### config.mk
export PLATFORM = sky130hd
export DESIGN_NAME = clk_gen_multi
export DESIGN_NICKNAME = d
export VERILOG_FILES = /design/src/rtl/clk_gen_multi.sv
export SDC_FILE = /design/constraint.sdc
export NUM_CORES = 1
export LEC_CHECK = 0
export CORE_ASPECT_RATIO = 1.5
export CORE_MARGIN = 3
export CORE_UTILIZATION = 64
export CTS_BUF_LIST = sky130_fd_sc_hd__clkbuf_2
export CTS_CLUSTER_SIZE = 8
export DETAILED_ROUTE_END_ITERATION = 10
export GPL_ROUTABILITY_DRIVEN = 0
export PLACE_DENSITY_LB_ADDON = 0.15
export SLEW_MARGIN = 40
export SYNTH_ARGS = -nofsm -noshare
export SYNTH_HDL_FRONTEND = slang
export SYNTH_SLANG_ARGS = --single-unit
### constraint.sdc
create_clock -name original_clock -period 6.9 [get_ports original_clock]
set_input_delay 1.38 -clock original_clock [delete_from_list [all_inputs] [get_ports original_clock]]
set_output_delay 1.38 -clock original_clock [all_outputs]
set_load 0.05 [all_outputs]
### src/rtl/clk_gen_multi.sv
// Multi-channel programmable clock divider with glitch-free ratio updates.
// Optional per-channel tick counters are enabled with CLK_GEN_EDGE_CNT_EN.
module clk_gen_multi #(
   parameter int NUM_CH        = 2,
   parameter int CNT_W         = 6,
   parameter int DEFAULT_RATIO = 5,
   parameter int CH_W          = (NUM_CH > 1) ? $clog2(NUM_CH) : 1
) (
   input  logic              original_clock,
   input  logic              reset_in,
   input  logic              cfg_valid,
   input  logic [CH_W-1:0]   cfg_ch,
   input  logic [CNT_W-1:0]  cfg_ratio,
   input  logic [NUM_CH-1:0] ch_en,
   input  logic              sync_req,
   output logic              sync_ack,
   output logic              clock_1x,
   output logic [NUM_CH-1:0] clock_slower,
   output logic [NUM_CH-1:0] tick,
   output logic [NUM_CH-1:0] cfg_pending
`ifdef CLK_GEN_EDGE_CNT_EN
   ,
   output logic [NUM_CH*16-1:0] edge_cnt
`endif
);

   localparam logic [CNT_W-1:0] DEF_R = CNT_W'(DEFAULT_RATIO);
   localparam logic [CNT_W-1:0] ONE   = CNT_W'(1);

   logic              r_clk1x;
   logic              r_ack;
   logic [NUM_CH-1:0] r_clk;
   logic [NUM_CH-1:0] r_tick;
   logic [NUM_CH-1:0] r_pend;
   logic [CNT_W-1:0]  r_cnt [NUM_CH];
   logic [CNT_W-1:0]  r_act [NUM_CH];
   logic [CNT_W-1:0]  r_shd [NUM_CH];

   logic [CNT_W-1:0]  w_ratio;
   logic              w_cfg_ok;
   logic [NUM_CH-1:0] w_wr;
   logic [NUM_CH-1:0] w_run;
   logic [NUM_CH-1:0] w_wrap;
   logic [NUM_CH-1:0] w_rise;
   logic [NUM_CH-1:0] w_apply;
   logic [CNT_W-1:0]  w_shd_nxt [NUM_CH];

   assign w_ratio  = (cfg_ratio == '0) ? ONE : cfg_ratio;
   assign w_cfg_ok = cfg_valid && (int'(cfg_ch) < NUM_CH);

   // A channel keeps running until it reaches the low/zero boundary state
   always_comb begin
      for (int i = 0; i < NUM_CH; i++) begin
         w_wr[i]      = w_cfg_ok && (int'(cfg_ch) == i);
         w_shd_nxt[i] = w_wr[i] ? w_ratio : r_shd[i];
         w_run[i]     = ch_en[i] || r_clk[i] || (r_cnt[i] != '0);
         w_wrap[i]    = w_run[i] && (r_cnt[i] >= r_act[i] - ONE);
         w_rise[i]    = w_wrap[i] && !r_clk[i];
         w_apply[i]   = (w_wrap[i] && r_clk[i]) || !w_run[i];
      end
   end

   always_ff @(posedge original_clock) begin
      if (reset_in) begin
         r_clk1x <= 1'b0;
         r_ack   <= 1'b0;
         r_clk   <= '0;
         r_tick  <= '0;
         r_pend  <= '0;
         for (int i = 0; i < NUM_CH; i++) begin
            r_cnt[i] <= '0;
            r_act[i] <= DEF_R;
            r_shd[i] <= DEF_R;
         end
      end else if (sync_req) begin
         r_clk1x <= 1'b0;
         r_ack   <= 1'b1;
         r_clk   <= '0;
         r_tick  <= '0;
         r_pend  <= '0;
         for (int i = 0; i < NUM_CH; i++) begin
            r_cnt[i] <= '0;
            r_act[i] <= w_shd_nxt[i];
            r_shd[i] <= w_shd_nxt[i];
         end
      end else begin
         r_clk1x <= ~r_clk1x;
         r_ack   <= 1'b0;
         r_tick  <= w_rise;
         for (int i = 0; i < NUM_CH; i++) begin
            r_shd[i] <= w_shd_nxt[i];
            if (w_apply[i]) begin
               r_act[i]  <= w_shd_nxt[i];
               r_pend[i] <= 1'b0;
            end else begin
               r_pend[i] <= r_pend[i] | w_wr[i];
            end
            if (w_wrap[i]) begin
               r_cnt[i] <= '0;
               r_clk[i] <= ~r_clk[i];
            end else if (w_run[i]) begin
               r_cnt[i] <= r_cnt[i] + ONE;
            end
         end
      end
   end

   assign sync_ack     = r_ack;
   assign clock_1x     = r_clk1x;
   assign clock_slower = r_clk;
   assign tick         = r_tick;
   assign cfg_pending  = r_pend;

`ifdef CLK_GEN_EDGE_CNT_EN
   logic [15:0] r_ecnt [NUM_CH];

   always_ff @(posedge original_clock) begin
      if (reset_in || sync_req) begin
         for (int i = 0; i < NUM_CH; i++) r_ecnt[i] <= '0;
      end else begin
         for (int i = 0; i < NUM_CH; i++) begin
            if (w_rise[i]) r_ecnt[i] <= r_ecnt[i] + 16'd1;
         end
      end
   end

   always_comb begin
      edge_cnt = '0;
      for (int i = 0; i < NUM_CH; i++) edge_cnt[i*16 +: 16] = r_ecnt[i];
   end
`endif

endmodule

==> flow_metrics.env, run 1 <==
export IMPL_status="completed"
export IMPL_crit_chain="clkdlybuf4s50_1"
export IMPL_synth_cells=212
export IMPL_seqPwrFrac_pct=48.5
export IMPL_grt_max_degree=20
export IMPL_worst_path_arrival_time_ns=1.81
export IMPL_grt_first_pass_wirelength_um=7180
export IMPL_power_share_combinational_pct=27.4
export IMPL_synth_seq_area_share_pct=52.2
export IMPL_drt_vias_per_instance=5.54
export IMPL_numClockSinks=44
export IMPL_multiInputGateArea_um2=1110
export IMPL_cp_capture_type="output port"
export IMPL_routedWlPerCell_um=14.8
export IMPL_crit_path_max_fo=7
export IMPL_initial_core_util_pct=68.3
export IMPL_worst_ir_drop_vdd_uv=197
export IMPL_timing_hold_ws_ns=0.454
export IMPL_chipHeight_um=80.7
export IMPL_final_cell_mix="sky130_fd_sc_hd__edfxtp_1 (36), sky130_fd_sc_hd__nor2_1 (31), sky130_fd_sc_hd__clkdlybuf4s50_1 (20), sky130_fd_sc_hd__nand2_1 (18), sky130_fd_sc_hd__ha_1 (18)"
export IMPL_setup_violations=0
export IMPL_post_cts_resized_instances=0
export IMPL_finalNetCount=277
export IMPL_relSlewSlack_pct=52.1
export IMPL_grt_pass1_vias=1626
export IMPL_core_area_um2=3480
export IMPL_postRouteAntennaNets=0
export IMPL_die_width_um=55.8
export IMPL_cellInternalPower_mw=0.514
export IMPL_power_density_cell_area_nw_per_um2=270
export IMPL_first_pass_iters=6
export IMPL_required_ns=5.52
export IMPL_cts_tree="built"
export IMPL_placement_rows=26
export IMPL_clk_transition_reported_paths_ns=0.21
export IMPL_io_buffers=20
export IMPL_achievable_frequency_mhz=313
export IMPL_drt_initial_drc_count=46
export IMPL_cts_setup_buffers=0
export IMPL_number_of_buffers_added_by_the_clock_tree_synthesis_step=5
export IMPL_total_power_mw=0.739
export IMPL_final_setup_worst_slack_ns=3.71
export IMPL_hpwl_um=3180
export IMPL_preCtsSetupSlack_ns=3.43
export IMPL_ctsRootBufferMaster="sky130_fd_sc_hd__clkbuf_2"
export IMPL_number_of_antenna_violations_at_the_first_check_in_global_routing=0
export IMPL_hold_path_class="reg -> reg"
export IMPL_grtUsageTotal_pct=20.4
export IMPL_cpLargestDelayFamily="buffers and inverters"
export IMPL_clock_insertion_delay_worst_skew_ns=0.39
export IMPL_io_pin_count=21
export IMPL_syn_mean_instance_area_um2=11.2
export IMPL_post_synthesis_instance_area_um2=2380
export IMPL_max_cap_violations=0
export IMPL_swShare_pct=30.5
export IMPL_filler_cell_count=205
export IMPL_finalCoreUtilization_pct=78.7
export IMPL_mostFrequentLayoutCell="sky130_fd_sc_hd__edfxtp_1"
export IMPL_grt_overflow_total=0
export IMPL_criticalPathCategory="reg -> out"
export IMPL_route_detailed_drc=0
export IMPL_finalClockSkew_ns=0.00665
export IMPL_cts_hold_repair_buffers=0
export IMPL_critPathMaxStageDelay_ns=0.87
export IMPL_share_clk_of_total_power_pct=24.2
export IMPL_slowest_stage="sky130_fd_sc_hd__clkdlybuf4s50_1"
export IMPL_synth_lib_cells_used_distinct=34
export IMPL_ff_latch_area_um2=1240
export IMPL_cp_buffers_inverters=1
export IMPL_total_leakage_power_nw=1.09
export IMPL_cts_max_level=2
export IMPL_antenna_cells_inserted=0
export IMPL_final_min_period_over_clock_period_pct=46.3
export IMPL_flip_flop_and_latch_count_after_synthesis=44
export IMPL_switchingPower_mw=0.225
export IMPL_min_period_ns=3.19
export IMPL_finalHoldViolations=0
export IMPL_drive_gt1_share_pct=8.10
export IMPL_vias=1600
export IMPL_routed_wirelength_um=4270
export IMPL_max_slew_worst_pin_slew_ns=0.716
export IMPL_design_die_area_um2=4500
export IMPL_slew_violations=0
export IMPL_clockBufferDepth=2
export IMPL_unrepaired_setup_endpoints_after_global_routing="no"
export IMPL_layout_area_overhead_vs_synth_pct=15.2
export IMPL_worstSetupStartpointType="flip-flop"
export IMPL_setup_total_negative_slack_ns=0
export IMPL_yosys_warnings=0
==> registers in the layout, indices dropped and copies added, names as in the netlist <==
signal,count
r_act,12
r_cnt,12
r_shd,12
cfg_pending,2
clock_slower,2
tick,2
clock_1x,1
sync_ack,1
==> routing by layer <==
| metal | GRT usage, % | vias up | wire length, um |
|---|---|---|---|
| met2 | 39.3 | 36 | 2330 |
| met5 | 0 | - | 0 |
| met1 | 22.1 | 761 | 1750 |
| met3 | 3.38 | 5 | 137 |
| li1 | - | 798 | - |
| met4 | 7.30 | 0 | 59 |
==> power by group through the flow <==
stage	registers [mW]	logic [mW]	clock network, mW
after floorplan	0.371	0.140	0
after global placement	0.361	0.186	0
after detailed placement	0.364	0.197	0
after CTS	0.358	0.201	0.181
after global routing	0.364	0.225	0.192
final	0.358	0.202	0.179
==> Yosys cell counts, drive strengths merged <==
cell type	instances	share of area [%]
or4b	1	0.42
and3	1	0.26
conb	1	0.16
mux2i	6	2.5
edfxtp	36	45
nor3	7	2.3
a21o	2	0.63
nand3	4	0.84
or3	3	0.79
nor4	1	0.53
a221oi	1	0.63
clkbuf	3	0.47
o221ai	2	1.3
or2	7	1.8
xnor2	9	3.3
dfxtp	8	6.7
buf	2	0.68
nand2	18	2.8
a21oi	12	2.5
nor2b	6	1.6
nor3b	3	0.95
a211o	3	1.1
xor2	7	2.6
nor4b	1	1.0
ha	18	9.5
nor2	31	4.9
nand2b	5	1.3
inv	10	1.6
nand4	2	0.53
nand3b	1	0.32
or4	1	0.47
==> area by class of cell <==
| class | instances | area share (%) |
|---|---|---|
| timing repair buffer | 21 | 7.49 |
| inverter | 10 | 1.37 |
| tap | 42 | 1.92 |
| clock inverter | 2 | 2.19 |
| multi-input combinational | 164 | 40.6 |
| sequential | 44 | 45.3 |
| clock buffer | 6 | 1.10 |
==> worst reg2reg max path: stages (launching register included) <==
cell and delay [ns]:
sky130_fd_sc_hd__edfxtp_1 0.47, sky130_fd_sc_hd__or3_1 0.41, sky130_fd_sc_hd__nor3_1 0.23, sky130_fd_sc_hd__xnor2_1 0.19, sky130_fd_sc_hd__ha_1 0.29, sky130_fd_sc_hd__a21oi_1 0.18, sky130_fd_sc_hd__o221ai_2 0.17, sky130_fd_sc_hd__a221oi_2 0.48
sky130_fd_sc_hd__buf_2 0.28, sky130_fd_sc_hd__nor3_2 0.06
==> stage by stage <==
| stage | std cells | instance area (um2) |
|---|---|---|
| final | 289 | 2740 |
| after global routing | 289 | 2740 |
| after CTS | 288 | 2740 |
| after detailed placement | 280 | 2650 |
| after global placement | 280 | 2650 |
| after floorplan | 223 | 2420 |
==> cells by family (layout without fill, tap and decap cells) <==
group | count (synthesis) | count (layout) | synth area share (%)
AO/OA/AOI/OAI | 20 | 20 | 6.15
XOR/XNOR | 16 | 16 | 5.89
adder cells (fa/ha/maj) | 18 | 18 | 9.47
buffers and inverters | 15 | 39 | 2.74
flip-flops | 44 | 44 | 52.2
multiplexers | 6 | 6 | 2.53
other | 1 | 12 | 0.158
AND/OR/NAND/NOR | 92 | 92 | 20.9
==> worst paths after layout <==
kind	end	depth (start not counted)	start	slack, ns
worst max-delay path	clock_slower[1]	1	clock_slower[1]$_SDFFE_PN0N_	3.71
worst min-delay path	clock_1x$_SDFF_PN0_	1	clock_1x$_SDFF_PN0_	0.45
worst max register to register	r_act[0][9]$_DFFE_PP_	9	r_act[0][8]$_DFFE_PP_	3.91
worst min register to register	clock_1x$_SDFF_PN0_	1	clock_1x$_SDFF_PN0_	0.45
(Power assumes the default switching activity.)
==> run 2, diff against run 1 <==
CORE_UTILIZATION = 59   (was 64)
clock period = 3.1 ns   (was 6.9 ns; I/O delays follow)
==> flow_metrics.env, run 2 (synthesized netlist as in run 1, its figures left out) <==
export IMPL_cp_buffers_inverters=1
export IMPL_ctsRootBufferMaster="sky130_fd_sc_hd__clkbuf_2"
export IMPL_finalCoreUtilization_pct=72.7
export IMPL_mostFrequentLayoutCell="sky130_fd_sc_hd__edfxtp_1"
export IMPL_grt_overflow_total=0
export IMPL_hold_path_class="reg -> reg"
export IMPL_placement_rows=27
export IMPL_reg2reg_depth=9
export IMPL_cts_setup_buffers=0
export IMPL_final_setup_worst_slack_ns=0.413
export IMPL_initial_core_util_pct=62.9
export IMPL_worstSetupStartpointType="flip-flop"
export IMPL_cts_tree="built"
export IMPL_slowest_stage="sky130_fd_sc_hd__edfxtp_1"
export IMPL_clock_insertion_delay_worst_skew_ns=0.41
export IMPL_min_period_ns=2.69
export IMPL_drt_vias_per_instance=5.38
export IMPL_cts_hold_repair_buffers=0
export IMPL_post_cts_resized_instances=0
export IMPL_first_pass_iters=4
export IMPL_cp_capture_type="flip-flop"
export IMPL_vias=1567
export IMPL_hpwl_um=2990
export IMPL_grt_max_degree=19
export IMPL_finalHoldViolations=0
export IMPL_worstSetupPathDepth=9
export IMPL_setup_total_negative_slack_ns=0
export IMPL_achievable_frequency_mhz=372
export IMPL_max_cap_violations=0
export IMPL_routed_wirelength_um=3900
export IMPL_grtUsageTotal_pct=18.6
export IMPL_drive_gt1_share_pct=8.47
export IMPL_number_of_buffers_added_by_the_clock_tree_synthesis_step=5
export IMPL_finalClockSkew_ns=0.00934
export IMPL_final_min_period_over_clock_period_pct=86.7
export IMPL_grt_first_pass_wirelength_um=6940
export IMPL_relSlewSlack_pct=65.8
export IMPL_final_cell_mix="sky130_fd_sc_hd__edfxtp_1 (36), sky130_fd_sc_hd__nor2_1 (31), sky130_fd_sc_hd__clkdlybuf4s50_1 (20), sky130_fd_sc_hd__nand2_1 (18), sky130_fd_sc_hd__ha_1 (18)"
export IMPL_io_buffers=20
export IMPL_cpLargestDelayFamily="simple AND/OR/NAND/NOR gates"
export IMPL_worst_path_arrival_time_ns=2.88
export IMPL_layout_area_overhead_vs_synth_pct=15.7
export IMPL_io_pin_count=21
export IMPL_worst_ir_drop_vdd_uv=536
export IMPL_finalNetCount=278
export IMPL_drt_initial_drc_count=51
export IMPL_setup_violations=0
export IMPL_cts_max_level=2
export IMPL_reg_top3="r_act: 12 flops, r_cnt: 12 flops, r_shd: 12 flops"
export IMPL_clk_transition_reported_paths_ns=0.21
export IMPL_slew_violations=0
export IMPL_status="completed"
export IMPL_die_width_um=57.8
export IMPL_antenna_cells_inserted=0
export IMPL_power_density_cell_area_nw_per_um2=597
export IMPL_max_slew_worst_pin_slew_ns=0.512
export IMPL_postRouteAntennaNets=0
export IMPL_design_die_area_um2=4840
export IMPL_core_area_um2=3780
export IMPL_timing_hold_worst_path_depth=1
export IMPL_grt_pass1_vias=1585
export IMPL_crit_chain="or3_1 -> nor3_1 -> xnor2_1 -> ha_1 -> nand4_1 -> o221ai_2 -> a221oi_2 -> buf_4 -> or2_1"
export IMPL_unrepaired_setup_endpoints_after_global_routing="no"
export IMPL_critPathMaxStageDelay_ns=0.46
export IMPL_numClockSinks=44
export IMPL_clockBufferDepth=2
export IMPL_chipHeight_um=83.8
export IMPL_total_leakage_power_nw=1.09
export IMPL_number_of_antenna_violations_at_the_first_check_in_global_routing=0
export IMPL_routedWlPerCell_um=13.4
export IMPL_required_ns=3.29
export IMPL_preCtsSetupSlack_ns=0.386
export IMPL_route_detailed_drc=0
export IMPL_criticalPathCategory="reg -> reg"
export IMPL_crit_path_max_fo=12
-- run 2: per-stage QoR --
stage               hold WS, ns  instances  instance area, um2  total power, mW
finish                    0.435        291                2750             1.64
global route              0.467        291                2750             1.73
CTS                       0.449        291                2750             1.65
detailed placement        0.426        283                2660             1.25
global placement          0.400        283                2660             1.23
floorplan                 0.518        223                2420             1.14
-- run 2: final timing paths --
check / startpoint / to / slack (ns)
min reg2reg: clock_1x$_SDFF_PN0_ / clock_1x$_SDFF_PN0_ / 0.44
max: r_act[0][2]$_DFFE_PP_ / r_act[0][0]$_DFFE_PP_ / 0.41
min: clock_1x$_SDFF_PN0_ / clock_1x$_SDFF_PN0_ / 0.44
max reg2reg: r_act[0][2]$_DFFE_PP_ / r_act[0][0]$_DFFE_PP_ / 0.41
-- run 2: cell type report --
class / count / area [um2]
clock buffers: 6 / 30.0
clock inverters: 2 / 60.1
fillers: 267 / 1030
inverters: 10 / 37.5
multi-input cells: 164 / 1110
flip-flops and latches: 44 / 1240
well taps: 43 / 53.8
repair buffers: 22 / 215
-- run 2: worst register-to-register path: stages, from the launching register on --
cell and delay [ns]:
sky130_fd_sc_hd__edfxtp_1 0.46, sky130_fd_sc_hd__or3_1 0.41, sky130_fd_sc_hd__nor3_1 0.23, sky130_fd_sc_hd__xnor2_1 0.11
sky130_fd_sc_hd__ha_1 0.31, sky130_fd_sc_hd__nand4_1 0.12, sky130_fd_sc_hd__o221ai_2 0.31, sky130_fd_sc_hd__a221oi_2 0.12
sky130_fd_sc_hd__buf_4 0.20, sky130_fd_sc_hd__or2_1 0.21
-- run 2: where the power goes --
group / internal, mW / switching (mW) / total [mW]
logic: 0.197 / 0.249 / 0.445
registers: 0.729 / 0.0651 / 0.794
clock network: 0.221 / 0.183 / 0.404
-- run 2: metal layers --
metal | vias to the layer above | share of wire [%] | global-route usage, %
met4 | 0 | 2.5 | 9.70
met5 | - | 0 | 0
met2 | 38 | 51 | 30.6
met3 | 8 | 4.2 | 4.18
met1 | 722 | 42 | 22.0
li1 | 799 | - | -
==> run 3, diff against run 2 <==
ABC_CLOCK_PERIOD_IN_PS = 3100   (was unset)
==> results of run 3 <==
The final DEF is identical to that of run 2; final timing and power are the same.
